==> config.mk <==
export PLATFORM = sky130hd
export DESIGN_NAME = spi_rf_bridge
export DESIGN_NICKNAME = d
export VERILOG_FILES = /design/src/rtl/spi_rf_bridge.sv
export SDC_FILE = /design/constraint.sdc
export NUM_CORES = 1
export LEC_CHECK = 0
export ABC_AREA = 1
export CORE_AREA = 3 3 96 71
export DETAILED_ROUTE_END_ITERATION = 6
export DIE_AREA = 0 0 99 74
export HOLD_SLACK_MARGIN = 0.15
export PLACE_DENSITY = 0.83
export SKIP_LAST_GASP = 1
export SYNTH_ARGS = -nofsm -noshare
export SYNTH_HDL_FRONTEND = slang
export SYNTH_SLANG_ARGS = --single-unit
export TNS_END_PERCENT = 1
==> constraint.sdc <==
create_clock -name clk_i -period 3.5 [get_ports clk_i]
set_clock_uncertainty 0.1 [all_clocks]
set_input_delay 0.35 -clock clk_i [delete_from_list [all_inputs] [get_ports clk_i]]
set_output_delay 0.35 -clock clk_i [all_outputs]
set_load 0.005 [all_outputs]
==> src/rtl/spi_rf_bridge.sv <==
// SPI mode-0 target that turns host frames into byte-granular regfile reads and writes.
// SPI pins are oversampled on clk_i; byte addresses auto-increment and wrap within the regfile.
`timescale 1ns/1ps
module spi_rf_bridge #(
  parameter int AWIDTH      = 5,
  parameter int WIDTH       = 32,
  parameter int SYNC_STAGES = 2
) (
  input  logic                 clk_i,
  input  logic                 rst_i,
  input  logic                 spi_sclk_i,
  input  logic                 spi_cs_n_i,
  input  logic                 spi_mosi_i,
  output logic                 spi_miso_o,
  output logic                 spi_miso_oe_o,
  output logic [AWIDTH-1:0]    addr_o,
  output logic                 we_o,
  output logic [WIDTH-1:0]     wdata_o,
  output logic [WIDTH/8-1:0]   wmask_o,
  input  logic [WIDTH-1:0]     rdata_i,
  output logic                 frame_active_o
);

  localparam int NB  = WIDTH / 8;
  localparam int LB  = $clog2(NB);
  localparam int BAW = AWIDTH + LB;
  localparam logic [BAW-1:0] LANE_MASK = BAW'(NB - 1);

  typedef enum logic [1:0] {IDLE, CMD, WDATA, RDATA} state_e;

  state_e state_q, state_d;

  logic [SYNC_STAGES-1:0] sclkSync_q, csSync_q, mosiSync_q;
  logic                   sclkPrev_q, csPrev_q;
  logic                   sclkS, csS, mosiS;
  logic                   sclkRise, sclkFall, csFall, csRise, riseEn, byteDone;

  logic [7:0]        rxShift_q, rxShift_d, rxByte;
  logic [2:0]        bitCnt_q, bitCnt_d;
  logic [BAW-1:0]    byteAddr_q, byteAddr_d;
  logic [AWIDTH-1:0] addr_q, addr_d;
  logic              we_q, we_d;
  logic [WIDTH-1:0]  wdata_q, wdata_d;
  logic [NB-1:0]     wmask_q, wmask_d;
  logic [7:0]        txShift_q, txShift_d;
  logic              loadPend_q, loadPend_d;
  logic              skipFall_q, skipFall_d;

  function automatic logic [AWIDTH-1:0] rowOf(input logic [BAW-1:0] a);
    logic [BAW-1:0] t;
    t = a >> LB;
    return t[AWIDTH-1:0];
  endfunction

  function automatic logic [NB-1:0] laneMaskOf(input logic [BAW-1:0] a);
    logic [NB-1:0] m;
    m = '0;
    for (int i = 0; i < NB; i++) m[i] = ((a & LANE_MASK) == BAW'(i));
    return m;
  endfunction

  function automatic logic [7:0] laneByteOf(input logic [BAW-1:0] a, input logic [WIDTH-1:0] d);
    logic [7:0] b;
    b = 8'h00;
    for (int i = 0; i < NB; i++) if ((a & LANE_MASK) == BAW'(i)) b = d[8*i +: 8];
    return b;
  endfunction

  // Synchronizers idle at the inactive pin levels so reset never looks like a CS fall.
  always_ff @(posedge clk_i or posedge rst_i) begin
    if (rst_i) begin
      sclkSync_q <= '0;
      csSync_q   <= '1;
      mosiSync_q <= '0;
      sclkPrev_q <= 1'b0;
      csPrev_q   <= 1'b1;
    end else begin
      sclkSync_q <= {sclkSync_q[SYNC_STAGES-2:0], spi_sclk_i};
      csSync_q   <= {csSync_q[SYNC_STAGES-2:0], spi_cs_n_i};
      mosiSync_q <= {mosiSync_q[SYNC_STAGES-2:0], spi_mosi_i};
      sclkPrev_q <= sclkS;
      csPrev_q   <= csS;
    end
  end

  assign sclkS    = sclkSync_q[SYNC_STAGES-1];
  assign csS      = csSync_q[SYNC_STAGES-1];
  assign mosiS    = mosiSync_q[SYNC_STAGES-1];
  assign sclkRise = sclkS & ~sclkPrev_q;
  assign sclkFall = ~sclkS & sclkPrev_q;
  assign csFall   = ~csS & csPrev_q;
  assign csRise   = csS & ~csPrev_q;
  // Gating on the previous CS sample lets a rise coincident with CS release still finish its byte.
  assign riseEn   = sclkRise & ~csPrev_q & (state_q != IDLE);
  assign byteDone = riseEn & (bitCnt_q == 3'd7);
  assign rxByte   = {rxShift_q[6:0], mosiS};

  always_ff @(posedge clk_i or posedge rst_i) begin
    if (rst_i) state_q <= IDLE;
    else       state_q <= state_d;
  end

  always_comb begin
    state_d = state_q;
    case (state_q)
      IDLE:    if (csFall) state_d = CMD;
      CMD: begin
        if (csRise)        state_d = IDLE;
        else if (byteDone) state_d = rxByte[7] ? WDATA : RDATA;
      end
      default: if (csRise) state_d = IDLE;
    endcase
  end

  always_comb begin
    spi_miso_o = 1'b0;
    if (state_q == RDATA) spi_miso_o = txShift_q[7];
  end

  assign spi_miso_oe_o  = ~csS;
  assign frame_active_o = ~csS;

  always_comb begin
    rxShift_d  = rxShift_q;
    bitCnt_d   = bitCnt_q;
    byteAddr_d = byteAddr_q;
    addr_d     = addr_q;
    we_d       = 1'b0;
    wdata_d    = wdata_q;
    wmask_d    = '0;
    txShift_d  = txShift_q;
    loadPend_d = 1'b0;
    skipFall_d = skipFall_q;

    if (riseEn) begin
      rxShift_d = rxByte;
      bitCnt_d  = bitCnt_q + 3'd1;
    end
    if (csRise || csFall) bitCnt_d = 3'd0;
    if (csFall) begin
      txShift_d  = 8'h00;
      skipFall_d = 1'b0;
    end

    // Reads prefetch the row of the byte the host will clock out next.
    if (byteDone) begin
      case (state_q)
        CMD: begin
          byteAddr_d = rxByte[BAW-1:0];
          if (!rxByte[7]) begin
            addr_d     = rowOf(rxByte[BAW-1:0]);
            loadPend_d = 1'b1;
          end
        end
        WDATA: begin
          we_d       = 1'b1;
          addr_d     = rowOf(byteAddr_q);
          wmask_d    = laneMaskOf(byteAddr_q);
          wdata_d    = {NB{rxByte}};
          byteAddr_d = byteAddr_q + BAW'(1);
        end
        RDATA: begin
          byteAddr_d = byteAddr_q + BAW'(1);
          addr_d     = rowOf(byteAddr_q + BAW'(1));
          loadPend_d = 1'b1;
        end
        default: ;
      endcase
    end

    if (loadPend_q) begin
      txShift_d  = laneByteOf(byteAddr_q, rdata_i);
      skipFall_d = 1'b1;
    end else if (sclkFall && state_q == RDATA) begin
      if (skipFall_q) skipFall_d = 1'b0;
      else            txShift_d  = {txShift_q[6:0], 1'b0};
    end
  end

  always_ff @(posedge clk_i or posedge rst_i) begin
    if (rst_i) begin
      rxShift_q  <= 8'h00;
      bitCnt_q   <= 3'd0;
      byteAddr_q <= '0;
      addr_q     <= '0;
      we_q       <= 1'b0;
      wdata_q    <= '0;
      wmask_q    <= '0;
      txShift_q  <= 8'h00;
      loadPend_q <= 1'b0;
      skipFall_q <= 1'b0;
    end else begin
      rxShift_q  <= rxShift_d;
      bitCnt_q   <= bitCnt_d;
      byteAddr_q <= byteAddr_d;
      addr_q     <= addr_d;
      we_q       <= we_d;
      wdata_q    <= wdata_d;
      wmask_q    <= wmask_d;
      txShift_q  <= txShift_d;
      loadPend_q <= loadPend_d;
      skipFall_q <= skipFall_d;
    end
  end

  assign addr_o  = addr_q;
  assign we_o    = we_q;
  assign wdata_o = wdata_q;
  assign wmask_o = wmask_q;

endmodule

Word-level counts from Yosys, hierarchy flattened
Cells that the tools add are included.
- equal/unequal tests: 10
- reduce and logical (&&, ||, !) cells: 14
- multiplexer cells: 31
- bitwise logic cells: 11
- add/subtract/negate cells: 2
- operators with widths (kind ; number):
    two-way mux 8 bit ; 8
    case mux 5 bit (3 select lines) ; 1
    case mux 7 bit (2 select lines) ; 1
    two-way mux 1 bit ; 10
    equality test 2 bit (second input constant) ; 4
    two-way mux 2 bit ; 4
    two-way mux 4 bit ; 2
    adder 7 x 1 -> 7 bit (second input constant) ; 1
    bitwise AND 1 bit ; 7
    logical NOT 7 bit ; 1
    two-way mux 3 bit ; 2
    AND reduction 3 bit ; 2
    nonzero test 2 bit ; 3
    nonzero test 3 bit ; 2
    two-way mux 5 bit ; 1
    equality test 2 x 1 -> 1 bit (second input constant) ; 2
    != test 2 bit (second input constant) ; 2
    inverter 1 bit ; 4
    case mux 2 bit (2 select lines) ; 1
    AND reduction 2 bit ; 2
    adder 3 x 1 -> 3 bit (second input constant) ; 1
    equality test 3 bit (second input constant) ; 1
    != test 3 bit (second input constant) ; 1
    logical NOT 2 bit ; 1
    4 further kinds ; 4
- output and inout port bits: 45
- input port bits: 37
- bits in registers: 79
- word-level logic and storage cells: 84

Depth between registers and ports, before layout
Gate-level depths: netlist of run 1.
- depth in word-level cells: 8
- depth in mapped cells: 10
- depth with buffers taken out: 9

Least setup slack after synthesis of run 1
Ideal clock, no wire load.
- path kind: register to register
- start: reg byteAddr_q[0]
- end: reg txShift_q[6]
- arrival time: 1.392 ns
- clock period less this slack: 1.613 ns
- path slack: 1.887 ns
- cell stages (with the launch flop): 9
- setup time: 0.121 ns
- cell sequence: dfrtp_1 -> inv_1 -> ha_1 -> clkbuf_1 -> clkinv_1 -> nand2_1 -> nand2_1 -> o211ai_1 -> nand2_1
- cells in the longest elaborated chain, start to end: 6
- elaborated cells on any way between the ends: 9
- ends and longest elaborated chain (what ; RTL line ; source):
    start: declaration ; 40 ; logic [BAW-1:0] byteAddr_q, byteAddr_d;
    start signal: assignment ; 195 ; byteAddr_q <= byteAddr_d;
    logical NOT 7 bit ; 65 ; for (int i = 0; i < NB; i++) if ((a & LANE_MASK) == BAW'(i)) b = d[8*i +: 8];
    two-way mux 8 bit (3 in series) ; 65 ;
    two-way mux 8 bit (*) ; 65 ;
    two-way mux 8 bit (*) ; 171 ; if (loadPend_q) begin
    named net txShift_d[6] ; 45 ; logic [7:0] txShift_q, txShift_d;
    end signal: assignment ; 200 ; txShift_q <= txShift_d;
    end: declaration ; 45 ;
Mark *: on every way through the listed nets, which the timed path passes. The rest lies on a longest branch.
A chain may end at the register's enable or synchronous reset.

Final worst setup path of run 1
- start: reg state_q[1]
- end: out spi_miso_o
- cells in the longest elaborated chain, start to end: 2
- ends and longest elaborated chain (what ; RTL line ; source):
    start: declaration ; 31 ; state_e state_q, state_d;
    start signal: assignment ; 100 ; else state_q <= state_d;
    equality test 2 bit ; 117 ; if (state_q == RDATA) spi_miso_o = txShift_q[7];
    two-way mux 1 bit ; 117 ;
    end: declaration ; 14 ; output logic spi_miso_o,
Every way passes these cells.

==> results of run 1 <==
## final cells by class
type / count / area share, %
clock buffers: 6 / 2.16
clock inverters: 2 / 0.426
inverters: 48 / 4.82
multi-input cells: 247 / 32.4
flip-flops and latches: 55 / 36.2
well taps: 78 / 2.56
repair buffers: 82 / 21.4
## path summary, 6_finish.rpt
path	to	slack, ps	cells past startpoint
setup / recovery	spi_miso_o	1370	3
hold / removal	sclkSync_q[1]	260	0
setup reg to reg	txShift_q[2]	1650	7
hold reg to reg	sclkSync_q[1]	260	0
max in group asynchronous	csSync_q[1]	2010	3
min in group asynchronous	wmask_o[2]	540	2
## power groups by stage
stage          Combinational, mW  Clock [mW]  Sequential (mW)
2_1_floorplan              0.150           0            0.716
3_3_place_gp               0.222           0            0.722
3_5_place_dp               0.232           0            0.726
4_1_cts                    0.233       0.382            0.714
5_1_grt                    0.261       0.408            0.722
6_report                   0.232       0.378            0.715
## through the flow
step | hold slack [ps] | worst slack [ps]
floorplan | 231 | 1710
detailed placement | 235 | 1600
CTS | 256 | 1390
global placement | 232 | 1640
global route | 272 | 1320
finish | 256 | 1370
## metal layers
layer | GRT usage [%] | vias up | part of all wire [%]
met5 | 0 | - | 0
met4 | 7.12 | 0 | 1.7
met3 | 3.84 | 13 | 4.4
met2 | 31.1 | 72 | 46
met1 | 28.7 | 1200 | 48
li1 | - | 1298 | -
## kinds of logic after synthesis
| kind of cell | share of synthesized area, % |
|---|---|
| compound gates | 11.9 |
| xor+xnor | 0.286 |
| fa+ha+maj | 3.27 |
| buf+inv | 14.5 |
| flops | 45.1 |
| simple gates | 25.0 |
## worst register-to-register path, stage by stage (launching register included)
cell and delay [ps]:
sky130_fd_sc_hd__dfrtp_1 440, sky130_fd_sc_hd__inv_1 120, sky130_fd_sc_hd__ha_1 330, sky130_fd_sc_hd__clkinv_1 320
sky130_fd_sc_hd__nand2_1 170, sky130_fd_sc_hd__nand2_1 80, sky130_fd_sc_hd__o211ai_1 110, sky130_fd_sc_hd__nand2_1 80
## state kept, by name, indices dropped and copies added (netlist names), 2 cells and up
name        cells
txShift_q       8
wdata_o         8
byteAddr_q      7
rxShift_q       7
addr_o          5
wmask_o         4
bitCnt_q        3
csSync_q        2
mosiSync_q      2
sclkSync_q      2
state_q         2
## Yosys cell counts (2+ instances only)
library cell	number
sky130_fd_sc_hd__o211ai_1	8
sky130_fd_sc_hd__nand4_1	2
sky130_fd_sc_hd__buf_2	3
sky130_fd_sc_hd__buf_6	2
sky130_fd_sc_hd__o21ai_0	37
sky130_fd_sc_hd__clkbuf_1	5
sky130_fd_sc_hd__nor2_1	11
sky130_fd_sc_hd__dfrtp_1	52
sky130_fd_sc_hd__clkinv_1	2
sky130_fd_sc_hd__buf_4	27
sky130_fd_sc_hd__dfstp_2	3
sky130_fd_sc_hd__o21ai_2	7
sky130_fd_sc_hd__inv_1	42
sky130_fd_sc_hd__a21oi_1	10
sky130_fd_sc_hd__inv_2	2
sky130_fd_sc_hd__nand2_1	126
sky130_fd_sc_hd__nand2_2	3
sky130_fd_sc_hd__nor2_2	4
sky130_fd_sc_hd__ha_1	8
sky130_fd_sc_hd__nand3_1	23
==> qor.txt, run 1 <==
maximum number of buffers from clock root to sink: 2
startpoint types: flip-flop
final instance area: 0.00382 mm^2
hold-fix buffers at CTS: 0
clock edge transition at the registers on the reported setup and hold paths: 110 ps
Syn. warnings: 0
vias after detailed routing: 2583
max-slew headroom at the worst pin: 27.5%
number of clock sinks: 55
net count reported at finish: 484
origin of the worst min-delay path: sclkSync_q[0]
root buf cell: sky130_fd_sc_hd__clkbuf_8
maximum clock frequency: 470 MHz
count of input and output buffers: 81
part of the total power dissipated in combinational logic: 17.5%
placed cell area: 0.00372 mm^2
RSZ-0062 raised after global routing: false
final critical delay including setup and external delays: 2130 ps
power density cells: 347 mW/mm^2
net switching fraction of the power: 29.7%
dominant synthesized flop cell: sky130_fd_sc_hd__dfrtp_1
Die Outline Area: 0.00733 mm^2
area of the multi-input gates: 0.00124 mm^2
DRC Markers: 0
TritonCTS clock tree: yes
area taken by flip-flops and latches: 0.00138 mm^2
# placed instances: 510
share of final-layout standard cells stronger than drive strength 1: 8.41%
Crit. Startpoint: state_q[1]
post-detailed-route count of antenna-violating nets: 0
Leak Pwr: 1.81 nW
Seq/Total Area, Yosys: 45.1%
antenna violations before repair: 0
maximum VDD drop: 266 uV
Switching Power: 393 uW
number of violations reported at the end of detailed-routing iteration 0: 157
Yosys top cell by area: sky130_fd_sc_hd__dfrtp_1
antenna cells: 0
Placeable Area: 0.00604 mm^2
top cells by area, synth: sky130_fd_sc_hd__dfrtp_1, sky130_fd_sc_hd__nand2_1, sky130_fd_sc_hd__buf_4
weighted congestion at the end of routability-driven global placement: 0.877
status: finished clean
post-DR vias/cell: 4.99
async set-or-reset flop fraction in the synthesized netlist: 100%
total length of routed wires: 7060 um
Yosys top cell area share: 42.5%
GRT Overall Usage: 20.1%
most common cell after layout, fill and taps aside: sky130_fd_sc_hd__nand2_1
Hold Violations, Final: 0
number of filler cells placed in the layout: 508
Crit path required time: 3050 ps
internal power: 931 uW
sequential share of power: 54.0%
die width: 99 um
via count of the first global-routing pass: 2481
Period Utilization, post-route: 60.7%
total clock buffers created by CTS: 5
synthesized instance count: 387
top library cells by usage in the layout, fill and taps aside: sky130_fd_sc_hd__nand2_1, sky130_fd_sc_hd__clkdlybuf4s50_1, sky130_fd_sc_hd__dfrtp_1
wire length of the first global-routing pass: 11700 um
buffers inserted by post-CTS timing repair: 0
Crit Reg-Reg Startpoint: byteAddr_q[0]
mean instance size in the synthesized netlist: 7.91 um^2
number of register bits inferred by synthesis: 55
number of gates given a new drive strength after cts: 0
netlist area before placement: 0.00306 mm^2
clock network fraction of design power: 28.5%
Worst-Margin Slew: 1090 ps
Chip Height: 74 um
highest fanout seen on the critical path: 10
H-tree levels: 2
number of max-capacitance violations reported: 0
cells traversed along the worst timing path: nand2_2, nor2_1, clkdlybuf4s50_1
slowest library cell on the worst path: sky130_fd_sc_hd__dfrtp_1
syn_nets: 432
peak per-stage delay on the critical path: 610 ps
CP Data Arrival Time: 1680 ps
post-synthesis cell type count: 30
total congestion overflow after global routing: 0
standard-cell row count: 24
synth-to-layout area growth: 24.7%
Max Slew Vio Count: 0
final core utilization: 63.2%
type of the worst setup path: flip-flop to output port
pin count of the biggest net entering global routing: 54
initial core utilization: 50.7%
drt wl/cell: 13.6 um
CP top delay family: flip-flops
final cell count without fillers: 518
buffering stage count on the worst path with inverters included: 1
HPWL Detailed: 5320 um
number of synthesized flops with an enable pin: 0
class of the tightest hold or removal check: flip-flop to flip-flop
total of endpoints with negative setup slack in the final report: 0
clock latency on the worst-skew pair: 320 ps
Total Neg Setup Slack: 0 ps
top-level I/O count: 82
kind of capture point of the worst setup path: output port
detailed-router iteration count before antenna repair: 4
total power of the final layout: 1.32 mW
No activity file was read; power rests on OpenSTA's default activity.
==> inputs of run 2 (changes only) <==
CORE_AREA = 3 3 99 73   (was 3 3 96 71)
DIE_AREA = 0 0 102 76   (was 0 0 99 74)
PLACE_DENSITY = 0.79   (was 0.83)
clock period = 2 ns   (was 3.5 ns; I/O delays follow)
==> run 2 against run 1 <==
  * First-iteration DRC count is 15% higher
  * Highest routed layer unchanged
  * Non-clock buffer count stayed put
  * Utilization is 1.8 points lower
  * Sequential share of layout area is 0.19 points lower
  * Global-route usage is 1.7 points lower
  * Power is 80% higher
==> qor.txt, run 2 (synthesis results as in run 1) <==
status: finished clean
pin count of the biggest net entering global routing: 56 (+3.7%)
most common cell after layout, fill and taps aside: sky130_fd_sc_hd__nand2_1
clock network fraction of design power: 30.4% (+1.9 points)
HPWL Detailed: 5390 um (+1.5%)
startpoint types: flip-flop
root buf cell: sky130_fd_sc_hd__clkbuf_8
Max Slew Vio Count: 0 (unchanged)
initial core utilization: 49.0% (-1.7 points)
top-level I/O count: 82 (unchanged)
antenna cells: 0 (unchanged)
power density cells: 622 mW/mm^2 (+79%)
internal power: 1.73 mW (+85%)
net count reported at finish: 484 (unchanged)
number of filler cells placed in the layout: 545 (+7.3%)
Chip Height: 76 um (+2.7%)
maximum clock frequency: 528 MHz
buffers inserted by post-CTS timing repair: 0 (unchanged)
kind of capture point of the worst setup path: output port
Die Outline Area: 0.00775 mm^2 (+5.8%)
Worst-Margin Slew: 505 ps (-581 ps)
via count of the first global-routing pass: 2450 (-1.2%)
RSZ-0062 raised after global routing: false
part of the total power dissipated in combinational logic: 17.4% (about the same)
highest fanout seen on the critical path: 10 (unchanged)
GRT Overall Usage: 18.4% (-1.7 points)
count of input and output buffers: 81 (unchanged)
drt wl/cell: 13.5 um (-1.0%)
total length of routed wires: 6980 um (-1.0%)
final core utilization: 61.4% (-1.8 points)
placed cell area: 0.00373 mm^2 (+0.34%)
total congestion overflow after global routing: 0 (unchanged)
class of the tightest hold or removal check: input pin to async pin
Post-Place Worst Slack: 179 ps (-1420 ps)
total of endpoints with negative setup slack in the final report: 0 (unchanged)
weighted congestion at the end of routability-driven global placement: 0.962 (+9.7%)
sequential share of power: 52.3% (-1.7 points)
smallest hold slack: 161 ps (-95.3 ps)
Crit path required time: 1700 ps (-1350 ps)
final critical delay including setup and external delays: 1890 ps
slowest library cell on the worst path: sky130_fd_sc_hd__dfrtp_1
# placed instances: 510 (unchanged)
setup slack of the worst register-to-register path: 110 ps (-1540 ps)
clock latency on the worst-skew pair: 310 ps (about the same)
Switching Power: 660 uW (+68%)
total power of the final layout: 2.38 mW (+80%)
standard-cell row count: 24 (unchanged)
detailed-router iteration count before antenna repair: 6 (+2)
CP Data Arrival Time: 1590 ps (-90 ps)
top library cells by usage in the layout, fill and taps aside: sky130_fd_sc_hd__nand2_1, sky130_fd_sc_hd__clkdlybuf4s50_1, sky130_fd_sc_hd__dfrtp_1
post-DR vias/cell: 5.08 (+1.9%)
TritonCTS clock tree: yes
Placeable Area: 0.00625 mm^2 (+3.5%)
type of the worst setup path: flip-flop to output port
number of violations reported at the end of detailed-routing iteration 0: 180 (+15%)
clock edge transition at the registers on the reported setup and hold paths: 100 ps (about the same)
peak per-stage delay on the critical path: 550 ps (-60 ps)
total clock buffers created by CTS: 5 (unchanged)
synth-to-layout area growth: 25.3%
final instance area: 0.00384 mm^2 (+0.52%)
cells traversed along the worst timing path: nand2_2, nor2_1, clkdlybuf4s50_1
die width: 102 um (+3.0%)
max-slew headroom at the worst pin: 66.3% (+39 points)
maximum number of buffers from clock root to sink: 2 (unchanged)
Total Neg Setup Slack: 0 ps (unchanged)
maximum VDD drop: 353 uV (+33%)
number of clock sinks: 55 (unchanged)
post-route worst setup slack: 107 ps (-1270 ps)
hold-fix buffers at CTS: 0 (unchanged)
post-detailed-route count of antenna-violating nets: 0 (unchanged)
number of gates given a new drive strength after cts: 0 (unchanged)
wire length of the first global-routing pass: 11600 um (-0.83%)
share of final-layout standard cells stronger than drive strength 1: 7.95% (-0.45 points)
final cell count without fillers: 518 (unchanged)
vias after detailed routing: 2631 (+1.9%)
antenna violations before repair: 0 (unchanged)
DRC Markers: 0 (unchanged)
number of max-capacitance violations reported: 0 (unchanged)
net switching fraction of the power: 27.7% (-2.0 points)
Hold Violations, Final: 0 (unchanged)
H-tree levels: 2 (unchanged)
Leak Pwr: 1.82 nW (+0.53%)
Period Utilization, post-route: 94.7%
-- run 2: cell types whose count changed in the layout (fill, tap and decap cells not counted), sizes merged --
| cell | change |
|---|---|
| clkinvlp | -1 |
| clkbuf | +1 |
| clkinv | -1 |
| bufinv | +1 |
-- run 2: layout make-up --
| class | count | area, um^2 | share of cell area [%] |
|---|---|---|---|
| multi-input combinational | 247 | 1240 | 32.3 |
| inverter | 48 | 184 | 4.79 |
| clock inverter | 1 | 30.0 | 0.783 |
| timing repair buffer | 82 | 831 | 21.7 |
| clock buffer | 7 | 76.3 | 1.99 |
| sequential | 55 | 1380 | 36.0 |
| tap | 78 | 97.6 | 2.54 |
-- run 2: worst paths after layout --
kind,from,endpoint,cells past startpoint
hold reg to reg,sclkSync_q[0],sclkSync_q[1],0
max in group asynchronous,rst_i,csPrev_q,3
min in group clk_i,spi_cs_n_i,csSync_q[0],1
setup / recovery,state_q[1],spi_miso_o,3
setup reg to reg,byteAddr_q[0],txShift_q[3],7
hold / removal,rst_i,rxShift_q[1],3
-- run 2: worst max-delay path, delay by kind of cell, from the launching register on --
kind          cells  cell delay [ps]
buf+inv           1              510
flops             1              550
simple gates      2              240
-- run 2: metal layers --
metal	vias up	wire, um	global-route usage [%]	part of all wire, %
li1	1294	-	-	-
met1	1204	3250	27.7	47
met2	116	3130	27.1	45
met3	17	520	4.57	7.4
met4	0	87	3.54	1.2
met5	-	0	0	0
-- run 2: power groups by stage --
stage / Clock [mW] / Sequential (mW) / Combinational [mW]
after floorplan: 0 / 1.25 / 0.262
after global placement: 0 / 1.27 / 0.394
after detailed placement: 0 / 1.27 / 0.409
after CTS: 0.738 / 1.24 / 0.410
after global routing: 0.787 / 1.26 / 0.465
final: 0.725 / 1.25 / 0.414
